**src/rtl/systolic_skew_feeder.sv**
```systemverilog
// systolic_skew_feeder: edge driver for the systolic MAC array.
// Takes one column vector per cycle and drives each array row with a
// row-dependent delay. Row k lags row 0 by k cycles, which forms the diagonal
// wavefront. Tiles are tracked as they pass through, and after the last beat
// of a tile the input is held off until that beat has left the deepest lane.

// One skew lane: a DEPTH-stage register chain carrying {data, valid}.
module systolic_skew_lane #(
    parameter int DEPTH      = 1,
    parameter int DATA_WIDTH = 32
) (
    input  logic                  i_clk,
    input  logic                  i_rst,
    input  logic [DATA_WIDTH-1:0] i_data,
    input  logic                  i_valid,
    output logic [DATA_WIDTH-1:0] o_data,
    output logic                  o_valid
);
    logic [DEPTH-1:0][DATA_WIDTH-1:0] r_data;
    logic [DEPTH-1:0]                 r_vld_pipe;

    // Shift {data, valid} one stage per cycle. Stage 0 loads every cycle, so a
    // cycle with no accept enters the chain as a valid=0 bubble.
    always_ff @(posedge i_clk or posedge i_rst) begin
        if (i_rst) begin
            r_data     <= '0;
            r_vld_pipe <= '0;
        end else begin
            r_data[0]     <= i_data;
            r_vld_pipe[0] <= i_valid;
            for (int s = 1; s < DEPTH; s++) begin
                r_data[s]     <= r_data[s-1];
                r_vld_pipe[s] <= r_vld_pipe[s-1];
            end
        end
    end

    assign o_data  = r_data[DEPTH-1];
    assign o_valid = r_vld_pipe[DEPTH-1];
endmodule

module systolic_skew_feeder #(
    parameter int N_LANES    = 4,
    parameter int DATA_WIDTH = 32,
    parameter int MAX_BEATS  = 256
) (
    input  logic                            clk_i,
    input  logic                            rst_i,
    input  logic [N_LANES*DATA_WIDTH-1:0]   s_data_i,
    input  logic                            s_valid_i,
    input  logic                            s_last_i,
    output logic                            s_ready_o,
    output logic [N_LANES*DATA_WIDTH-1:0]   lane_data_o,
    output logic [N_LANES-1:0]              lane_valid_o,
    output logic                            busy_o,
    output logic                            tile_done_o,
    output logic [$clog2(MAX_BEATS+1)-1:0]  beat_count_o,
    output logic                            overflow_o
);
    localparam int CW  = $clog2(MAX_BEATS+1);
    localparam int DCW = (N_LANES > 1) ? $clog2(N_LANES) : 1;
    localparam logic [DCW-1:0] DRAIN_INIT = DCW'(N_LANES-1);
    localparam logic [CW-1:0]  BEAT_MAX   = CW'(MAX_BEATS);

    typedef enum logic [1:0] {IDLE, STREAM, DRAIN} state_t;

    state_t         r_state;
    state_t         w_state_nxt;
    logic [DCW-1:0] r_drain;
    logic [CW-1:0]  r_beat_cnt;
    logic           r_overflow;
    logic           w_accept;
    logic           w_drain_end;

    assign s_ready_o    = (r_state != DRAIN);
    assign busy_o       = (r_state != IDLE);
    assign w_accept     = s_valid_i & s_ready_o;
    assign w_drain_end  = (r_state == DRAIN) && (r_drain == '0);
    assign tile_done_o  = w_drain_end;
    assign beat_count_o = r_beat_cnt;
    assign overflow_o   = r_overflow;

    // Every lane sees the same accept strobe. Lane k has k+1 stages, so lane k
    // lags lane 0 by k cycles.
    for (genvar k = 0; k < N_LANES; k++) begin : g_lane
        systolic_skew_lane #(
            .DEPTH      (k + 1),
            .DATA_WIDTH (DATA_WIDTH)
        ) u_lane (
            .i_clk   (clk_i),
            .i_rst   (rst_i),
            .i_data  (s_data_i[k*DATA_WIDTH +: DATA_WIDTH]),
            .i_valid (w_accept),
            .o_data  (lane_data_o[k*DATA_WIDTH +: DATA_WIDTH]),
            .o_valid (lane_valid_o[k])
        );
    end

    // Next-state logic. DRAIN blocks input until the final beat of the tile
    // has reached lane N_LANES-1.
    always_comb begin
        w_state_nxt = r_state;
        case (r_state)
            IDLE:    if (w_accept) w_state_nxt = s_last_i ? DRAIN : STREAM;
            STREAM:  if (w_accept && s_last_i) w_state_nxt = DRAIN;
            DRAIN:   if (w_drain_end) w_state_nxt = IDLE;
            default: w_state_nxt = IDLE;
        endcase
    end

    // State register.
    always_ff @(posedge clk_i or posedge rst_i) begin
        if (rst_i) r_state <= IDLE;
        else       r_state <= w_state_nxt;
    end

    // Drain countdown. It loads on entry to DRAIN, so tile_done lines up with
    // the last beat appearing on the deepest lane.
    always_ff @(posedge clk_i or posedge rst_i) begin
        if (rst_i)
            r_drain <= '0;
        else if (r_state != DRAIN && w_state_nxt == DRAIN)
            r_drain <= DRAIN_INIT;
        else if (r_state == DRAIN && !w_drain_end)
            r_drain <= r_drain - DCW'(1);
    end

    // Beat counter and sticky overflow. Both restart on a tile's first accept
    // and otherwise hold their values, so the result stays readable after done.
    always_ff @(posedge clk_i or posedge rst_i) begin
        if (rst_i) begin
            r_beat_cnt <= '0;
            r_overflow <= 1'b0;
        end else if (w_accept) begin
            if (r_state == IDLE) begin
                r_beat_cnt <= CW'(1);
                r_overflow <= 1'b0;
            end else if (r_beat_cnt == BEAT_MAX) begin
                r_overflow <= 1'b1;
            end else begin
                r_beat_cnt <= r_beat_cnt + CW'(1);
            end
        end
    end
endmodule

```
**config.mk**
```make
export PLATFORM = sky130hd
export DESIGN_NAME = systolic_skew_feeder
export DESIGN_NICKNAME = d
export VERILOG_FILES = /design/src/rtl/systolic_skew_feeder.sv
export SDC_FILE = /design/constraint.sdc
export NUM_CORES = 1
export LEC_CHECK = 0
export BUFFER_PORTS_ARGS = -buffer_cell sky130_fd_sc_hd__buf_2
export CAP_MARGIN = 20
export CORE_UTILIZATION = 35
export CTS_CLUSTER_DIAMETER = 80
export CTS_CLUSTER_SIZE = 14
export DETAILED_ROUTE_END_ITERATION = 8
export PLACE_DENSITY = 0.57
export SETUP_SLACK_MARGIN = 0.2
export SYNTH_ARGS = -nofsm -noshare
export SYNTH_HDL_FRONTEND = slang
export SYNTH_SLANG_ARGS = --single-unit
```
**constraint.sdc**
```tcl
create_clock -name clk_i -period 31.8 [get_ports clk_i]
set_input_delay 7.95 -clock clk_i [delete_from_list [all_inputs] [get_ports clk_i]]
set_output_delay 7.95 -clock clk_i [all_outputs]
set_load 0.02 [all_outputs]
```
==> impl_metrics.ini, run 1 <==
[yosys]
syn_avg_cell_area_um2 = 18.9
yosysTopAreaCell = dfrtp_1
synth_cell_types = 29
syn_nets = 645
synthesis.instances = 510
yosysSeqAreaShare_pct = 87.6
syn_area_um2 = 9650
synthTopCellsByArea = dfrtp_1 88%, buf_4 7.8%, ha_1 0.39%
yosys_warnings = 0
ys_ff_latch = 338
synth_top_area_share_pct = 87.6

[cts]
postCtsHoldBufs = 0
ctsResizeCount = 0
htreeDepth = 1
clockBufferDepth = 3
cts_setup_buffers = 0
clkTransAtPathRegs_ns = 0.07
cts_tree = built
cts_root_buffer = clkbuf_16
clkSinkCount = 338
numCtsBuffers = 28
insertion_delay_ns = 0.53

[layout]
fill_cells = 2469
fin_area_um2 = 11500
seq_area_um2 = 8460
area_growth_pct = 19.0
multi_input_area_um2 = 402
fin_nets = 852
fin_cells = 1061
final_layout_size_suffix_gt1_share_pct = 44.2

[place]
postPlaceCellArea_um2 = 10700
hpwl_um = 10300
port_buffers = 276
dp.cells = 1028
post-place-ws_ns = 22.09
gp_congestion = 0.777

[critical_path]
cp.arrival_ns = 1.55
crit_type = flop to primary output
critPathRequiredTime_ns = 23.85
crit_start = r_state[0]$_DFF_PP0_
cp-start-kind = flop
cp_max_fo = 11
timing.rr.start = beat_count_o[0]$_DFFE_PP0P_
endpoint_kind = primary output

[timing]
fin_crit_ns = 9.50
tns_ns = 0
fmax_mhz = 105
fin_crit_sh_pct = 29.9
tightest_slew_ns = 0.929
max_slew_margin_pct = 38.1
hold_ws_ns = 0.342
hold_viol = 0
drv_slew = 0
fin_ws_ns = 22.30
skew_ns = 0.0120
setup_viol = 0
rsz0062_at_grt = false

[floorplan]
die_x_um = 168
num_rows = 60
initial_utilization_pct = 35.7
coreArea_um2 = 27000
io_pins = 277
die_area_um2 = 28200
die_h_um = 168

[run]
maxCapViolations = 0

[min_path]
worstHoldStart = g_lane[3].u_lane.r_data[60]$_DFF_PP0_
hold_class = flop to flop

[pwr]
p_per_area_nw_per_um2 = 72.7
p_leak_uw = 0.00563
ir_drop_uv = 37.0

[route]
viasPerCell = 3.95
ant_nets = 0
drt-initial-drc-count = 182
vias = 4193
wl_per_cell_um = 14.5
drt_pre_antenna_iters = 4
routed_wl_um = 15400
drc = 0

[global_route]
track_usage_pct = 10.9
busiest_layer = met2
overflow = 0
antenna_found_initial = 4
grt_pass1_wl_um = 23800
grt_max_degree = 120
grt_pass1_vias = 4379
use_met3_pct = 4.65
use_met2_pct = 16.2
groute.layer.met1.usage_pct = 14.3

[status]
outcome = completed
[layout make-up]
| type | instances | share of cell area, % |
|---|---|---|
| antenna | 2 | 0.0436 |
| multi-input combinational | 61 | 3.50 |
| timing repair buffer | 279 | 12.2 |
| tap | 341 | 3.71 |
| sequential | 338 | 73.6 |
| clock inverter | 1 | 0.0980 |
| inverter | 9 | 0.359 |
| clock buffer | 30 | 6.44 |
[layer usage]
layer | vias up | routed length [um]
met5 | - | 27
met4 | 4 | 326
met3 | 32 | 1690
met2 | 182 | 6810
met1 | 2071 | 6520
li1 | 1904 | -
[per-stage QoR]
stage | util [%] | power [uW]
floorplan | - | 526
global placement | 39.7 | 545
detailed placement | 39.7 | 546
CTS | 42.5 | 850
global route | 42.5 | 874
finish | 42.5 | 835
[worst max-delay path, stage by stage (launching register included)]
cell,delay [ns]
dfrtp_1,0.51
nor2b_4,0.21
and2_1,0.14
buf_2,0.16
[placed cells by master (no fill, tap or decap), types with 3 or more instances in the layout]
cell type / count
nand2_1: 7
o21ai_0: 6
ha_1: 3
a21oi_1: 4
buf_4: 3
nor2_1: 10
dfrtp_1: 338
clkbuf_16: 29
nand4_1: 6
inv_1: 7
buf_2: 276
xnor2_1: 3
[registers in the layout, summed over array words and instances, names as in the netlist]
signal                    count
g_lane.u_lane.r_vld_pipe      4
g_lane.u_lane.r_data        192
beat_count_o                  9
g_lane.u_lane.o_data        128
r_state                       2
r_drain                       2
overflow_o                    1
[kinds of logic (layout without fill, tap and decap cells)]
group / Yosys count / after routing / synth area share, %
other: 0 / 2 / 0
adder cells (fa/ha/maj): 3 / 3 / 0.389
AND/OR/NAND/NOR: 37 / 37 / 2.26
buffers and inverters: 111 / 319 / 8.21
flip-flops: 338 / 338 / 87.6
AO/OA/AOI/OAI: 16 / 16 / 1.06
XOR/XNOR: 5 / 5 / 0.454
[power by group]
part | internal, uW | total, uW | switching (uW)
registers | 456 | 469 | 12.8
clock network | 163 | 298 | 136
logic | 23.5 | 68.2 | 44.7
total | 642 | 835 | 193
[path summary, 6_finish.rpt]
check                                                   endpoint  slack (ns)  depth (start not counted)
max in group asynchronous   g_lane[0].u_lane.o_data[2]$_DFF_PP0_       22.79                          3
max                                                  tile_done_o       22.30                          3
min in group asynchronous   g_lane[1].u_lane.r_data[5]$_DFF_PP0_        7.59                          2
max reg2reg                          beat_count_o[0]$_DFFE_PP0P_       30.15                          6
min                        g_lane[3].u_lane.r_data[92]$_DFF_PP0_        0.34                          0
min reg2reg                g_lane[3].u_lane.r_data[92]$_DFF_PP0_        0.34                          0
[synth_stat cells (all sizes together)]
cell,n
xnor2,3
o311a,1
and3,1
nor4b,2
nand4,6
inv,9
nand3,2
nor3,2
o211ai,1
o31ai,1
and2,2
a21oi,4
xor2,2
o21ai,6
nor2,10
buf,100
o22ai,1
ha,3
nand2,7
a2bb2oi,1
nor3b,1
nor2b,1
and4,1
dfrtp,338
or3,2
clkbuf,2
a211oi,1
Note: power is estimated with default switching activity, not from simulation.
==> inputs of run 2 (changes only) <==
Settings changed: PLACE_DENSITY 0.57 to 0.59.
Clock period 31.8 ns to 8.5 ns, I/O delays scaled along.
==> run 2 against run 1 <==
Against the previous run: sequential share of layout area fell by 0.12 points; die area is the same; via count rose by 1.4%; cell count stayed put; global-route usage rose by 0.11 points; worst hold slack worse by 0.0099 ns; register-to-register slack worse by 23 ns; clock-buffer cell count decreased by 2; critical path type unchanged; largest power group unchanged.
==> impl_metrics.ini, run 2 (same netlist as run 1, synthesis figures left out) <==
[run]
maxCapViolations = 0

[timing]
hold_viol = 0
fin_crit_ns = 3.64
fin_crit_sh_pct = 42.8
drv_slew = 0
skew_ns = 0.0164
tns_ns = 0
rsz0062_at_grt = false
fmax_mhz = 275
tightest_slew_ns = 0.923
max_slew_margin_pct = 38.5
setup_viol = 0

[cts]
cts_setup_buffers = 0
cts_root_buffer = clkbuf_16
clkSinkCount = 338
numCtsBuffers = 28
htreeDepth = 1
insertion_delay_ns = 0.54
ctsResizeCount = 0
postCtsHoldBufs = 0
cts_tree = built
clockBufferDepth = 3
clkTransAtPathRegs_ns = 0.06

[layout]
area_growth_pct = 19.2
mostFrequentLayoutCell = dfrtp_1
seq_area_um2 = 8460
top_register = g_lane.u_lane.r_data
fin_nets = 853
mostFrequentLayoutCells = 338 x dfrtp_1, 276 x buf_2, 28 x clkbuf_16, 10 x nor2_1
final_layout_size_suffix_gt1_share_pct = 44.2
fin_area_um2 = 11500
largest_reg_flops = 192
multi_input_area_um2 = 402
fill_cells = 2434

[place]
postPlaceCellArea_um2 = 10700
gp_congestion = 0.754
hpwl_um = 10400
port_buffers = 276

[pwr]
p_per_area_nw_per_um2 = 270
p_leak_uw = 0.00562
ir_drop_uv = 142

[floorplan]
die_h_um = 168
io_pins = 277
die_x_um = 168
die_area_um2 = 28200
initial_utilization_pct = 35.7
coreArea_um2 = 27000
num_rows = 60

[route]
wl_per_cell_um = 14.5
routed_wl_um = 15400
drt_pre_antenna_iters = 4
ant_nets = 0
drt-initial-drc-count = 189
vias = 4252
drc = 0
viasPerCell = 4.01

[critical_path]
crit_type = flop to primary output
critPathRequiredTime_ns = 6.38
cp.arrival_ns = 1.51
endpoint_kind = primary output
cp-start-kind = flop
crit_start = r_state[0]$_DFF_PP0_
cp_max_fo = 11
timing.rr.start = beat_count_o[0]$_DFFE_PP0P_

[global_route]
grt_pass1_vias = 4373
grt_max_degree = 161
grt_pass1_wl_um = 24100
overflow = 0
track_usage_pct = 11.0
antenna_found_initial = 2

[status]
outcome = completed

[min_path]
worstHoldStart = g_lane[2].u_lane.r_data[28]$_DFF_PP0_
hold_class = flop to flop
## run 2: cell types whose count changed in the layout (fill, tap and decap cells not counted), sizes merged
cell	change
clkbuf	-2
buf	+1
clkinv	+2
inv	-2
clkinvlp	+1
## run 2: worst paths after layout
check,end,slack [ns],depth (start not counted)
hold / removal,g_lane[2].u_lane.r_data[60]$_DFF_PP0_,0.33,0
setup / recovery,tile_done_o,4.86,3
min in group asynchronous,g_lane[1].u_lane.r_data[12]$_DFF_PP0_,1.59,2
max in group asynchronous,g_lane[1].u_lane.o_data[24]$_DFF_PP0_,5.66,3
hold reg to reg,g_lane[2].u_lane.r_data[60]$_DFF_PP0_,0.33,0
setup reg to reg,beat_count_o[0]$_DFFE_PP0P_,6.86,6
## run 2: per-layer routing
| metal | vias up | wire length, um | GRT usage, % |
|---|---|---|---|
| met5 | - | 0 | 0 |
| met4 | 0 | 433 | 3.64 |
| met2 | 168 | 7650 | 17.8 |
| met1 | 2150 | 6060 | 13.8 |
| met3 | 30 | 1250 | 3.74 |
| li1 | 1904 | - | - |
## run 2: power breakdown
group	total (uW)	internal [uW]	switching [uW]	leakage, uW
Clock	1090	584	511	0.000359
Sequential	1760	1710	48.7	0.00396
Combinational	254	89.6	165	0.00131
## run 2: through the flow
stage / power, uW / hold WS [ns] / setup WS [ns] / cells / utilization, %
final: 3100 / 0.332 / 4.86 / 1061 / 42.6
after global routing: 3250 / 0.341 / 4.73 / 1059 / 42.6
after CTS: 3170 / 0.328 / 4.82 / 1058 / 42.5
after detailed placement: 2040 / 0.335 / 4.92 / 1028 / 39.7
after global placement: 2040 / 0.331 / 4.94 / 1028 / 39.7
after floorplan: 1970 / 0.331 / 1.86 / 510 / -
## run 2: final cells by class
cell class	count	area share, %
Clock inverter	2	0.283
Inverter	9	0.326
Timing Repair Buffer	280	12.5
Multi-Input combinational cell	61	3.49
Tap cell	341	3.71
Antenna cell	2	0.0435
Sequential cell	338	73.5
Clock buffer	28	6.09
## run 2: worst max-delay path, cell delays in order (launching register included)
cell and delay (ns):
dfrtp_1 0.50, nor2b_4 0.20, and2_1 0.13, buf_2 0.15
